`src/rtl/riscv_mem_pkg.sv`:
```
// Shared types and constants for the IF/MEM shared-memory arbiter.
package riscv_mem_pkg;

    localparam int XLEN = 64;
    localparam int ILEN = 32;

    typedef enum logic [1:0] {
        IDLE  = 2'd0,
        ISSUE = 2'd1,
        WAIT  = 2'd2,
        RESP  = 2'd3
    } arb_state_t;

    typedef enum logic {
        PORT_IF = 1'b0,
        PORT_D  = 1'b1
    } port_sel_t;

    // Instruction words are 32-bit halves of the 64-bit memory word.
    function automatic logic [ILEN-1:0] fetch_word(input logic [XLEN-1:0] dword,
                                                   input logic            upper);
        return upper ? dword[XLEN-1:ILEN] : dword[ILEN-1:0];
    endfunction

endpackage

```
`src/rtl/mem_port_arbiter_if.sv`:
```
// Pipeline-side request ports and memory-side access bus of the arbiter.
interface mem_port_arbiter_if;
    import riscv_mem_pkg::*;

    logic            if_req;
    logic [XLEN-1:0] if_addr;
    logic            if_ack;
    logic [ILEN-1:0] if_rdata;
    logic            if_wait;

    logic            d_req;
    logic            d_we;
    logic [XLEN-1:0] d_addr;
    logic [XLEN-1:0] d_wdata;
    logic            d_ack;
    logic [XLEN-1:0] d_rdata;
    logic            d_wait;

    logic            mem_en;
    logic            mem_we;
    logic [XLEN-1:0] mem_addr;
    logic [XLEN-1:0] mem_wdata;
    logic [XLEN-1:0] mem_rdata;

    logic            busy;

    // The arbiter serves the requesters and drives the memory.
    modport slave (
        input  if_req, if_addr, d_req, d_we, d_addr, d_wdata, mem_rdata,
        output if_ack, if_rdata, if_wait, d_ack, d_rdata, d_wait,
               mem_en, mem_we, mem_addr, mem_wdata, busy
    );

    // Pipeline stages plus memory model, seen from outside the arbiter.
    modport master (
        output if_req, if_addr, d_req, d_we, d_addr, d_wdata, mem_rdata,
        input  if_ack, if_rdata, if_wait, d_ack, d_rdata, d_wait,
               mem_en, mem_we, mem_addr, mem_wdata, busy
    );

endinterface

```
`src/rtl/mem_lat_timer.sv`:
```
// Loadable down-counter that flags when the memory read latency has elapsed.
module mem_lat_timer #(
    parameter int WIDTH = 1
) (
    input  logic             clk,
    input  logic             reset,
    input  logic             load,
    input  logic             en,
    input  logic [WIDTH-1:0] load_val,
    output logic             done
);

    logic [WIDTH-1:0] count;

    // NOTE: sequential state uses non-blocking assignments so every flop samples pre-edge values.
    always_ff @(posedge clk or posedge reset) begin
        if (reset) begin
            count <= '0;
        end else if (load) begin
            count <= load_val;
        end else if (en && count != '0) begin
            count <= count - WIDTH'(1);
        end
    end

    assign done = (count == '0);

endmodule

```
`src/rtl/mem_port_arbiter.sv`:
```
// Arbitrates the unified single-ported memory between instruction fetch and data access,
// data first, with a starvation counter that eventually forces a pending fetch through.
module mem_port_arbiter
    import riscv_mem_pkg::*;
#(
    parameter int MEM_LAT      = 1,
    parameter int STARVE_LIMIT = 4
) (
    input  logic                clk,
    input  logic                reset,
    mem_port_arbiter_if.slave   bus
);

    localparam int SW = $clog2(STARVE_LIMIT + 1);
    localparam int TW = (MEM_LAT > 1) ? $clog2(MEM_LAT) : 1;
    localparam logic [SW-1:0] STARVE_MAX = SW'(STARVE_LIMIT);
    localparam logic [TW-1:0] LAT_LOAD   = TW'(MEM_LAT - 1);

    arb_state_t      state;
    port_sel_t       grant;
    logic            grant_we;
    logic [SW-1:0]   starve_cnt;

    port_sel_t       pick;
    logic            pick_valid;
    logic            tmr_done;

    // NOTE: every always_comb output gets a default first so no latch is inferred.
    always_comb begin
        pick_valid = bus.if_req | bus.d_req;
        pick       = PORT_D;
        if (bus.if_req && (!bus.d_req || starve_cnt == STARVE_MAX)) begin
            pick = PORT_IF;
        end
    end

    mem_lat_timer #(.WIDTH(TW)) u_timer (
        .clk      (clk),
        .reset    (reset),
        .load     (state == ISSUE),
        .en       (state == WAIT),
        .load_val (LAT_LOAD),
        .done     (tmr_done)
    );

    always_ff @(posedge clk or posedge reset) begin
        if (reset) begin
            state         <= IDLE;
            grant         <= PORT_IF;
            grant_we      <= 1'b0;
            starve_cnt    <= '0;
            bus.mem_en    <= 1'b0;
            bus.mem_we    <= 1'b0;
            bus.mem_addr  <= '0;
            bus.mem_wdata <= '0;
            bus.if_ack    <= 1'b0;
            bus.if_rdata  <= '0;
            bus.d_ack     <= 1'b0;
            bus.d_rdata   <= '0;
        end else begin
            bus.if_ack <= 1'b0;
            bus.d_ack  <= 1'b0;
            case (state)
                IDLE: begin
                    if (pick_valid) begin
                        state         <= ISSUE;
                        grant         <= pick;
                        grant_we      <= (pick == PORT_D) && bus.d_we;
                        bus.mem_en    <= 1'b1;
                        bus.mem_we    <= (pick == PORT_D) && bus.d_we;
                        bus.mem_addr  <= (pick == PORT_D) ? bus.d_addr : bus.if_addr;
                        bus.mem_wdata <= (pick == PORT_D) ? bus.d_wdata : '0;
                        // Only data wins that pass over a waiting fetch count toward starvation.
                        if (pick == PORT_IF) begin
                            starve_cnt <= '0;
                        end else if (bus.if_req && starve_cnt != STARVE_MAX) begin
                            starve_cnt <= starve_cnt + SW'(1);
                        end
                    end
                end
                ISSUE: begin
                    state      <= WAIT;
                    bus.mem_en <= 1'b0;
                    bus.mem_we <= 1'b0;
                end
                WAIT: begin
                    if (tmr_done) begin
                        state <= RESP;
                        if (grant == PORT_IF) begin
                            bus.if_ack   <= 1'b1;
                            bus.if_rdata <= fetch_word(bus.mem_rdata, bus.mem_addr[2]);
                        end else begin
                            bus.d_ack <= 1'b1;
                            if (!grant_we) begin
                                bus.d_rdata <= bus.mem_rdata;
                            end
                        end
                    end
                end
                RESP: begin
                    state <= IDLE;
                end
                default: begin
                    state <= IDLE;
                end
            endcase
        end
    end

    assign bus.busy    = (state != IDLE);
    assign bus.if_wait = bus.if_req & ~bus.if_ack;
    assign bus.d_wait  = bus.d_req & ~bus.d_ack;

endmodule

```
`src/flat_wrapper.sv`:
```
// flat-port wrapper written by rule: the top's interface ports become plain ports
module mem_port_arbiter_flat import riscv_mem_pkg::*;
#(
    parameter int MEM_LAT      = 1,
    parameter int STARVE_LIMIT = 4
)
  (clk, reset, bus_if_req, bus_if_addr, bus_d_req, bus_d_we, bus_d_addr, bus_d_wdata, bus_mem_rdata, bus_if_ack, bus_if_rdata, bus_if_wait, bus_d_ack, bus_d_rdata, bus_d_wait, bus_mem_en, bus_mem_we, bus_mem_addr, bus_mem_wdata, bus_busy);
  mem_port_arbiter_if bus_i ();
  input  logic clk;
  input  logic reset;
  input wire logic [$bits(bus_i.if_req)-1:0] bus_if_req;
  input wire logic [$bits(bus_i.if_addr)-1:0] bus_if_addr;
  input wire logic [$bits(bus_i.d_req)-1:0] bus_d_req;
  input wire logic [$bits(bus_i.d_we)-1:0] bus_d_we;
  input wire logic [$bits(bus_i.d_addr)-1:0] bus_d_addr;
  input wire logic [$bits(bus_i.d_wdata)-1:0] bus_d_wdata;
  input wire logic [$bits(bus_i.mem_rdata)-1:0] bus_mem_rdata;
  output wire logic [$bits(bus_i.if_ack)-1:0] bus_if_ack;
  output wire logic [$bits(bus_i.if_rdata)-1:0] bus_if_rdata;
  output wire logic [$bits(bus_i.if_wait)-1:0] bus_if_wait;
  output wire logic [$bits(bus_i.d_ack)-1:0] bus_d_ack;
  output wire logic [$bits(bus_i.d_rdata)-1:0] bus_d_rdata;
  output wire logic [$bits(bus_i.d_wait)-1:0] bus_d_wait;
  output wire logic [$bits(bus_i.mem_en)-1:0] bus_mem_en;
  output wire logic [$bits(bus_i.mem_we)-1:0] bus_mem_we;
  output wire logic [$bits(bus_i.mem_addr)-1:0] bus_mem_addr;
  output wire logic [$bits(bus_i.mem_wdata)-1:0] bus_mem_wdata;
  output wire logic [$bits(bus_i.busy)-1:0] bus_busy;
  assign bus_i.if_req = bus_if_req;
  assign bus_i.if_addr = bus_if_addr;
  assign bus_i.d_req = bus_d_req;
  assign bus_i.d_we = bus_d_we;
  assign bus_i.d_addr = bus_d_addr;
  assign bus_i.d_wdata = bus_d_wdata;
  assign bus_i.mem_rdata = bus_mem_rdata;
  assign bus_if_ack = bus_i.if_ack;
  assign bus_if_rdata = bus_i.if_rdata;
  assign bus_if_wait = bus_i.if_wait;
  assign bus_d_ack = bus_i.d_ack;
  assign bus_d_rdata = bus_i.d_rdata;
  assign bus_d_wait = bus_i.d_wait;
  assign bus_mem_en = bus_i.mem_en;
  assign bus_mem_we = bus_i.mem_we;
  assign bus_mem_addr = bus_i.mem_addr;
  assign bus_mem_wdata = bus_i.mem_wdata;
  assign bus_busy = bus_i.busy;
  mem_port_arbiter #(.MEM_LAT(MEM_LAT), .STARVE_LIMIT(STARVE_LIMIT)) u_core (.clk(clk), .reset(reset), .bus(bus_i));
endmodule
```
`config.mk`:
```
export PLATFORM = sky130hd
export DESIGN_NAME = mem_port_arbiter_flat
export DESIGN_NICKNAME = d
export VERILOG_FILES = /design/src/rtl/riscv_mem_pkg.sv /design/src/rtl/mem_port_arbiter_if.sv /design/src/rtl/mem_lat_timer.sv /design/src/rtl/mem_port_arbiter.sv /design/src/flat_wrapper.sv
export SDC_FILE = /design/constraint.sdc
export NUM_CORES = 1
export LEC_CHECK = 0
export ABC_AREA = 1
export BUFFER_PORTS_ARGS = -buffer_cell sky130_fd_sc_hd__buf_2
export CAP_MARGIN = 15
export CORE_ASPECT_RATIO = 0.5
export CORE_MARGIN = 4
export CORE_UTILIZATION = 39
export CTS_BUF_LIST = sky130_fd_sc_hd__clkbuf_2
export CTS_CLUSTER_DIAMETER = 200
export CTS_CLUSTER_SIZE = 20
export DETAILED_ROUTE_END_ITERATION = 10
export PLACE_DENSITY = 0.69
export REMOVE_ABC_BUFFERS = 1
export SLEW_MARGIN = 15
export SYNTH_ARGS = -nofsm -noshare
export SYNTH_HDL_FRONTEND = slang
export SYNTH_SLANG_ARGS = --single-unit
```
`constraint.sdc`:
```
create_clock -name clk -period 9.4 [get_ports clk]
set_clock_uncertainty 0.05 [all_clocks]
set_input_delay 0.47 -clock clk [delete_from_list [all_inputs] [get_ports clk]]
set_output_delay 0.47 -clock clk [all_outputs]
set_load 0.01 [all_outputs]
```
Yosys cells after proc, flatten, opt, wreduce, memory -nomap -nowiden
Cells that the tools add are included.
{"block": "totals", "register_bits": 236}
{"block": "op_classes", "addsub": 2, "eq_ne": 7, "n_mux": 21, "n_bitwise": 8, "reduce_logical": 17}
{"op": "$mux 64", "n": 2}
{"op": "$mux 32", "n": 1}
{"op": "$mux 1", "n": 11}
{"op": "$pmux 2 s4", "n": 1}
{"op": "$reduce_bool 2->1", "n": 4}
{"op": "$mux 3", "n": 2}
{"op": "$reduce_and 2->1", "n": 3}
{"op": "$reduce_and 3->1", "n": 2}
{"op": "$not 1->1", "n": 5}
{"op": "$eq 2x2->1 const B", "n": 2}
{"op": "$logic_and 1x1->1", "n": 4}
{"op": "$mux 2", "n": 2}
{"op": "$pmux 1 s2", "n": 2}
{"op": "$reduce_and 4->1", "n": 1}
{"op": "$add 3x1->3 const B", "n": 1}
{"op": "$eq 3x3->1 const B", "n": 1}
{"op": "$ne 3x3->1 const B", "n": 1}
{"op": "$and 1x1->1", "n": 2}
{"op": "$eq 2x1->1 const B", "n": 1}
{"op": "$logic_not 2->1", "n": 1}
{"op": "$ne 2x1->1 const B", "n": 1}
{"op": "$ne 2x2->1 const B", "n": 1}
{"op": "$logic_not 1->1", "n": 1}
{"op": "$logic_or 1x1->1", "n": 1}
{"op": "2 further kinds", "n": 2}

Longest topological paths before layout
Gate-level depths: netlist (run 1).
{"block": "depth", "depth_word": 7, "depth_mapped": 10, "depth_no_buf": 8}

By module
Synthesis (run 1) repeated with hierarchy kept, for this count alone.
{"block": "unflattened", "hier_cells": 1346, "hier_area_um2": 10637.7}
{"mod": "mem_port_arbiter", "instances": 1, "cells_per_inst": 1338, "area_each_um2": 10585.2, "seq_area_each_um2": 5880.6}
{"mod": "mem_lat_timer", "instances": 1, "cells_per_inst": 8, "area_each_um2": 52.6, "seq_area_each_um2": 25.0}

Worst setup path before layout (run 1)
No wires, ideal clock.
{"block": "synth_path", "path_kind": "register to register", "from": "register u_core.state[0]", "to": "register u_core.bus.if_rdata[12]", "setup_time_ps": 126, "arrival_ps": 1306, "path_slack_ps": 7918, "stages_incl_launch_ff": 8, "synth_period_minus_slack_ps": 1482, "path_cell_list": "dfrtp_1 -> inv_1 -> ha_1 -> inv_1 -> nor3_2 -> buf_2 -> buf_2 -> a21oi_1"}
{"block": "synth_between", "elab_chain_cells": 2}
{"item": "start: declaration", "line_no": "mem_port_arbiter.sv:19", "source": "arb_state_t state;"}
{"item": "start signal: assignment", "line_no": "mem_port_arbiter.sv:48", "source": "state <= IDLE;"}
{"item": "start signal: assignment", "line_no": "mem_port_arbiter.sv:66", "source": "state <= ISSUE;"}
{"item": "start signal: assignment", "line_no": "mem_port_arbiter.sv:82", "source": "state <= WAIT;"}
{"item": "$eq 2x2->1", "line_no": "mem_port_arbiter.sv:63", "source": "case (state)"}
{"item": "$reduce_and 3->1 (no source line)"}
{"item": "end signal: assignment", "line_no": "mem_port_arbiter.sv:91", "source": "bus.if_rdata <= fetch_word(bus.mem_rdata, bus.mem_addr[2]);"}
{"item": "end: declaration", "line_no": "mem_port_arbiter_if.sv:30", "source": "output if_ack, if_rdata, if_wait, d_ack, d_rdata, d_wait,"}
No other way between the ends.
A chain may end at the register's enable or synchronous reset.

Worst setup path after layout (run 1)
{"block": "layout_path", "from": "register u_core.state[1]", "to": "register u_core.bus.mem_addr[6] (netlist name)"}
{"block": "layout_between", "elab_chain_cells": 2}
{"item": "$logic_not 2->1", "line_no": "mem_port_arbiter.sv:63"}
{"item": "$reduce_and 2->1 (no source line)"}
{"item": "end signal: assignment", "line_no": "mem_port_arbiter.sv:71", "source": "bus.mem_addr <= (pick == PORT_D) ? bus.d_addr : bus.if_addr;"}
{"item": "end: declaration", "line_no": "mem_port_arbiter_if.sv:31", "source": "mem_en, mem_we, mem_addr, mem_wdata, busy"}
No other way between the ends.

==> results of run 1 <==
worst max-delay path, delay by kind of cell (launching register included):
family,cells,cell delay [ns]
DFF,1,0.49
adders and majority gates,1,0.29
and+or+nand+nor,3,0.60
buffers and inverters,4,2.07
metrics by stage:
stage / setup slack (ns) / instances / area (µm²) / hold WS (ns) / total power (µW)
CTS: 5.851 / 2384 / 15950 / 0.1259 / 4226
global placement: 6.475 / 2107 / 13240 / 0.4074 / 3630
finish: 5.772 / 2387 / 15960 / 0.2155 / 4231
detailed placement: 6.456 / 2107 / 13240 / 0.4097 / 3670
floorplan: 2.405 / 1254 / 10220 / 0.4040 / 2783
global route: 5.527 / 2387 / 15960 / 0.1407 / 4544
sequential cells by signal, summed over array words and instances (netlist names):
register and flops:
u_core.bus.d_rdata 64, u_core.bus.mem_addr 64, u_core.bus.mem_wdata 64, u_core.bus.if_rdata 32, u_core.starve_cnt 3, u_core.state 2
u_core.bus.d_ack 1, u_core.bus.if_ack 1, u_core.bus.mem_en 1, u_core.bus.mem_we 1, u_core.grant 1, u_core.grant_we 1
u_core.u_timer.count 1
layout make-up:
type	count	area, µm²	share of cell area (%)
flip-flops and latches	236	5907	37.02
inverters	205	779.5	4.885
diodes	3	7.507	0.04704
multi-input cells	813	3578	22.42
well taps	352	440.4	2.760
repair buffers	761	5135	32.18
clock inverters	1	30.03	0.1882
clock buffers	16	80.08	0.5018
power breakdown:
group / switching, µW / internal [µW] / total (µW)
sequential: 288 / 1490 / 1780
combinational: 1240 / 822 / 2060
clock: 320 / 71.9 / 392
total: 1850 / 2380 / 4230
per-layer routing:
layer  track usage (%)  vias up  routed length [µm]
li1                  -     5493                   -
met1             30.51     5438               15510
met2             42.70      509               19120
met3             3.739      151                2153
met5                 0        -                  13
met4             11.73        2                2228
cell families after synthesis:
group                    after synthesis  share of synthesized area, %
flip-flops                           236                         55.58
buffers and inverters                289                         11.06
adder cells (fa/ha/maj)                6                        0.7065
AO/OA/AOI/OAI                        136                         6.406
XOR/XNOR                               1                       0.08245
AND/OR/NAND/NOR                      670                         26.17
synthesized netlist by cell type:
| library cell | instances |
|---|---|
| nand3_1 | 198 |
| o21ai_0 | 104 |
| inv_1 | 203 |
| nand2_1 | 431 |
| a21oi_1 | 32 |
| nand3b_1 | 1 |
| inv_2 | 2 |
| nor3_2 | 1 |
| buf_4 | 7 |
| nor3_1 | 1 |
| buf_1 | 4 |
| clkbuf_1 | 22 |
| nor2_1 | 36 |
| xor2_1 | 1 |
| buf_2 | 51 |
| dfrtp_1 | 236 |
| nor3b_1 | 1 |
| ha_1 | 6 |
| nand2_2 | 1 |
worst max path at each step:
stage / cells past startpoint / slack (ns) / to
after floorplan: 1 / 2.41 / u_core.bus.d_ack
after global placement: 8 / 6.47 / u_core.bus.mem_addr[2]
after detailed placement: 8 / 6.46 / u_core.bus.mem_wdata[17]
after CTS: 8 / 5.85 / u_core.bus.mem_addr[31]
after global routing: 8 / 5.53 / u_core.bus.mem_addr[6]
final: 8 / 5.77 / u_core.bus.mem_addr[6]
repair_timing:
item                                   CTS  global route
buffers inserted                         0             0
endpoints found under the hold margin  335             0
hold buffers                           260             0
==> results.yml, run 1 <==
run_status:
  status: "finished clean"
clocking:
  cts.reportedPaths.clkPinSlew_ns: 0.40
  clock_latency_ns: 0.86
  root_buffer: "clkbuf_2"
  clock-sinks: 236
  ctsLongestPathBuffers: 3
  cts_tree: "yes"
  cts-resized-gates: 0
  cts-htree-levels: 1
  numCtsBuffers: 15
power:
  p_leak_uw: 0.008990
  power.density_mw_per_mm2: 265.2
  ir_drop_mv: 0.1348
setup_path:
  crit_fanout: 81
  path_cells: "inv_1 > ha_1 > nand2_4 > inv_4 > buf_4 > nand3_1 > dlygate4sd3_1 > nand2_1"
  worstReg2RegStart: "u_core.state[1]"
  crit_slowest_cell: "buf_4"
  start_kind: "flip-flop"
  setup.worst_path.class: "flip-flop to flip-flop"
  crit_required_ns: 10.14
  arrival_ns: 4.36
  slowest_delay_ns: 0.79
  critPathCaptureType: "flip-flop"
  critPathLaunch: "u_core.state[1]"
  rr_worst_depth: 8
  r2r-end: "u_core.bus.mem_addr[6]"
  rrSetupSlack_ns: 5.77
floorplanning:
  die_x_um: 241.4
  num_rows: 42
  dieArea_mm2: 0.03011
  die_h_um: 124.7
  core_area_mm2: 0.02664
  ios: 492
  start_util_pct: 39.88
sta:
  tightest_slew_ns: 1.106
  period_minus_slack_ns: 3.628
  slew_headroom_pct: 26.24
  fmax_mhz: 275.7
  rsz0062_at_grt: "false"
  layout_worst_path_cycle_share_pct: 38.59
  setup_viol: 0
  hold_viol: 0
  tns_ns: 0
  finalMaxSlewViolations: 0
final_layout:
  final_common_cell: "buf_2"
  layout.nets: 2299
  nFillCells: 2278
  syn2layout_area_growth_pct: 50.19
  drive_gt1_share_pct: 25.94
  final_cell_mix: "491 x buf_2, 429 x nand2_1, 260 x dlygate4sd3_1"
  final_util_pct: 59.89
route:
  drtAntennaViolNets: 0
  vias: 11590
  wl_per_cell_um: 16.35
  drt-total-wl_um: 39030
  drtIter0Drc: 929
  vias_per_cell: 4.857
  drtPass1Iterations: 5
  drc: 0
grt:
  grt_max_degree: 127
  grt_usage_pct: 24.78
  antenna_found_initial: 4
  grt_pass1_wl_um: 60800
  grt_pass1_vias: 11360
  grt-ovfl-total: 0
yosys:
  synth-seq-cells: 236
  syn_avg_cell_area_um2: 7.941
  ys.warnings.count: 0
  synthDistinctLibCells: 19
  synthDominantCellAreaShare_pct: 55.58
  seq_area_frac_synth_pct: 55.58
  synth_area_mm2: 0.01063
  synth.area.top_cells: "dfrtp_1 56%, nand2_1 15%, nand3_1 9.3%, inv_1 7.2%, o21ai_0 4.9%"
  syn-instance-count: 1338
  synth_area_leader_cell: "dfrtp_1"
job:
  maxCapViolCount: 0
worst_hold_path:
  hold_class: "input port to asynchronous set/reset pin"
placement:
  portBuffers: 491
  gp_congestion: 0.9280
  hpwlAfterDp_um: 25010
Power figures use the tool's default switching activity.
==> inputs of run 2 (changes only) <==
ABC_AREA = 0   (was 1)
PLACE_DENSITY = 0.72   (was 0.69)
clock period = 3.2 ns   (was 9.4 ns; I/O delays follow)
==> results.yml, run 2 <==
clocking:
  post-cts-setup-buffers: 0
  ctsLongestPathBuffers: 3
  numCtsBuffers: 15
  holdBufCountCts: 355
  root_buffer: "clkbuf_2"
  cts-htree-levels: 1
  clock-sinks: 236
  cts-resized-gates: 0
yosys:
  seq_area_frac_synth_pct: 56.22
  ys_top_cells_by_count: "261 x nand2_1, 236 x dfrtp_1, 66 x o21ai_0, 64 x nand4_1, 60 x mux2_4"
  synth_edf_count: 0
  ys.flop_type: "dfrtp_1"
  syn_avg_cell_area_um2: 10.74
  synthDominantCellAreaShare_pct: 56.22
  synth_most_common_cell: "nand2_1"
  synthDistinctLibCells: 38
  synth.area.top_cells: "dfrtp_1 56%, nand2_1 9.3%, mux2_4 8.6%, o211ai_1 4.2%, nand4_1 3.8%"
  synth_area_leader_cell: "dfrtp_1"
  syn-instance-count: 978
  synth_area_mm2: 0.01050
  ys_async_sr_fraction_pct: 100.0
  ys.warnings.count: 0
  synth-seq-cells: 236
floorplanning:
  start_util_pct: 39.66
  die_x_um: 240.1
  num_rows: 42
  die_h_um: 124.0
  ios: 492
placement:
  place_ws_ns: 0.8752
  hpwlAfterDp_um: 25170
  portBuffers: 491
  gp_congestion: 0.8626
run_status:
  status: "aborted with a tool error"
  haltStage: "clock tree synthesis (4_1_cts)"
  error_message: "[ERROR RSZ-0060] Max buffer count reached."
==> run 2: cell types whose count changed after synthesis, sizes merged, moves of 2 or more <==
cell and change:
mux2 +65, buf +4, nor2b +2, mux2i +32, nand2 -171, inv -197
nand3 -198, nor3b +2, o21ai -32, nand4 +64, clkbuf -4, o211ai +64
==> run 2: kinds of logic after synthesis <==
| group | share of synthesized area, % |
|---|---|
| buf+inv | 5.241 |
| simple gates | 15.04 |
| flops | 56.22 |
| mux | 12.16 |
| fa+ha+maj | 0.7147 |
| compound gates | 10.61 |
==> run 2: per-stage QoR <==
step | std cells | cell area (µm²) | utilization [%]
2_1_floorplan | 894 | 9983 | -
3_3_place_gp | 1753 | 13090 | 49.41
3_5_place_dp | 1753 | 13090 | 49.41
==> inputs of run 3 (changes only) <==
CORE_ASPECT_RATIO = not set   (was 0.5)
CORE_UTILIZATION = 24   (was 39)
CTS_BUF_LIST = not set   (was sky130_fd_sc_hd__clkbuf_2)
CTS_CLUSTER_DIAMETER = not set   (was 200)
CTS_CLUSTER_SIZE = not set   (was 20)
PLACE_DENSITY = not set   (was 0.72)
PLACE_DENSITY_LB_ADDON = 0.15   (was not set)
clock period = 4.2 ns   (was 3.2 ns; I/O delays follow)
==> results.yml, run 3 <==
run_status:
  status: "finished clean"
yosys:
  ys.warnings.count: 0
  synth_edf_count: 0
  syn-instance-count: 978
  ys.flop_type: "dfrtp_1"
  ys_top_cells_by_count: "261 x nand2_1, 236 x dfrtp_1, 66 x o21ai_0, 64 x nand4_1, 60 x mux2_4"
  synth_area_mm2: 0.01050
  synthDistinctLibCells: 38
  syn_avg_cell_area_um2: 10.74
  synth_most_common_cell: "nand2_1"
  synth-seq-cells: 236
  ys_async_sr_fraction_pct: 100.0
  seq_area_frac_synth_pct: 56.22
  synth_area_leader_cell: "dfrtp_1"
  synth.area.top_cells: "dfrtp_1 56%, nand2_1 9.3%, mux2_4 8.6%, o211ai_1 4.2%, nand4_1 3.8%"
  synthDominantCellAreaShare_pct: 56.22
floorplanning:
  start_util_pct: 24.33
  ios: 492
  core_area_mm2: 0.04317
  die_x_um: 217.2
  die_h_um: 217.2
  num_rows: 76
  dieArea_mm2: 0.04718
route:
  drtPass1Iterations: 6
  drtAntennaViolNets: 0
  vias_per_cell: 4.400
  vias: 10120
  drtIter0Drc: 507
  drc: 0
  drt-total-wl_um: 41890
  wl_per_cell_um: 18.22
  m1WireLength_um: 17290
  wl_met2_um: 19650
  wl_met3_um: 4012
  top_layer: "met5"
power:
  ir_drop_mv: 0.3622
  power.density_mw_per_mm2: 710.3
  p_sw_share_pct: 37.58
  p_leak_uw: 0.008068
  power_frac_comb_pct: 46.5
  seq_power_share_pct: 33.2
  switchingPower_uw: 4514
  power.internal_uw: 7498
  clock_power_share_pct: 20.4
  power.total_uw: 12010
setup_path:
  path_delay_family: "buffers and inverters"
  critPathLaunch: "u_core.starve_cnt[0]"
  crit_slowest_cell: "a21bo_2"
  start_kind: "flip-flop"
  crit_required_ns: 4.62
  setup.worst_path.class: "flip-flop to flip-flop"
  crit_fanout: 43
  worstReg2RegStart: "u_core.starve_cnt[0]"
  critPathCaptureType: "flip-flop"
  path_buf_inv: 3
  path_cells: "inv_1 > ha_1 > a21bo_2 > buf_4 > nand4_1 > o211ai_1 > dlygate4sd3_1"
  slowest_delay_ns: 0.85
  arrival_ns: 3.41
placement:
  portBuffers: 491
  gp_congestion: 0.7507
  hpwlAfterDp_um: 27830
grt:
  grt_usage_pct: 16.98
  grt_pass1_wl_um: 63980
  grt_pass1_vias: 10860
  grt-ovfl-total: 0
  antenna_found_initial: 7
  grt_max_degree: 134
sta:
  slew_headroom_pct: 28.71
  finalMaxSlewViolations: 0
  whs_ns: 0.1344
  setup_viol: 0
  layout_worst_path_cycle_share_pct: 71.11
  tightest_slew_ns: 1.069
  tns_ns: 0
  rsz0062_at_grt: "false"
  hold_viol: 0
  fmax_mhz: 334.9
  period_minus_slack_ns: 2.986
final_layout:
  final_cell_mix: "491 x buf_2, 261 x nand2_1, 259 x dlygate4sd3_1"
  multi_input_area_mm2: 0.004075
  layout.nets: 1959
  drive_gt1_share_pct: 37.02
  syn2layout_area_growth_pct: 61.00
  final_common_cell: "buf_2"
  reg.largest.list: "u_core.bus.d_rdata (64), u_core.bus.mem_addr (64), u_core.bus.mem_wdata (64)"
  nFillCells: 4403
  regArea_mm2: 0.005907
clocking:
  cts-resized-gates: 0
  numCtsBuffers: 29
  clock_latency_ns: 0.55
  cts.reportedPaths.clkPinSlew_ns: 0.06
  clock-sinks: 236
  root_buffer: "clkbuf_16"
  cts_tree: "yes"
  cts-htree-levels: 1
  ctsLongestPathBuffers: 3
worst_hold_path:
  worstHoldStart: "bus_if_req"
  hold_class: "input port to flip-flop"
job:
  maxCapViolCount: 0
-- run 3: cell counts after synthesis --
Identical to the previous run, type by type.
-- run 3: worst register-to-register path: stages, from the launching register on --
cell and delay (ns):
dfrtp_1 0.41, inv_1 0.07, ha_1 0.20, a21bo_2 0.85, buf_4 0.46, nand4_1 0.17
o211ai_1 0.14, dlygate4sd3_1 0.57
-- run 3: cell families after synthesis --
| group | Yosys count | synth area share (%) |
|---|---|---|
| buf+inv | 92 | 5.241 |
| compound gates | 178 | 10.61 |
| flops | 236 | 56.22 |
| mux | 97 | 12.16 |
| simple gates | 369 | 15.04 |
| fa+ha+maj | 6 | 0.7147 |
-- run 3: cell type report --
class | instances | area share, %
Clock buffer | 41 | 5.031
Sequential cell | 236 | 34.93
Antenna cell | 4 | 0.05919
Clock inverter | 8 | 0.4217
Timing Repair Buffer | 767 | 30.91
Inverter | 8 | 0.2220
Tap cell | 585 | 4.328
Multi-Input combinational cell | 650 | 24.10
-- run 3: power groups by stage --
stage	clock network (µW)	registers, µW	logic [µW]
after floorplan	0	4500	2290
after global placement	0	4010	4920
after detailed placement	0	4000	4960
after CTS	2550	3990	5660
after global routing	2640	4120	6120
final	2450	3980	5580
-- run 3: metrics by stage --
step,cells,area [µm²],worst slack [ns],utilization (%)
floorplan,894,9983,-2.535,-
global placement,1987,13390,1.735,31.01
detailed placement,1987,13390,1.732,31.01
CTS,2295,16900,1.180,39.15
global route,2297,16910,1.015,39.16
finish,2299,16910,1.214,39.17
-- run 3: path summary, 6_finish.rpt --
| path | endpoint | slack [ns] | depth (start not counted) |
|---|---|---|---|
| min in group asynchronous | u_core.bus.d_rdata[46] | 0.38 | 3 |
| hold / removal | u_core.bus.mem_en | 0.13 | 3 |
| setup / recovery | u_core.bus.mem_addr[32] | 1.21 | 7 |
| max in group asynchronous | u_core.bus.mem_addr[19] | 2.63 | 4 |
| hold reg to reg | u_core.bus.mem_wdata[48] | 0.42 | 2 |
| setup reg to reg | u_core.bus.mem_addr[32] | 1.21 | 7 |
-- run 3: repair_timing --
item                      CTS  global route
hold buffers              259             0
setup buffers               0             0
hold endpoints to repair  358             0
-- run 3: per-layer routing --
layer | global-route usage, % | vias up
li1 | - | 4809
met5 | 0 | -
met3 | 6.185 | 54
met4 | 3.752 | 4
met2 | 28.13 | 404
met1 | 21.35 | 4844
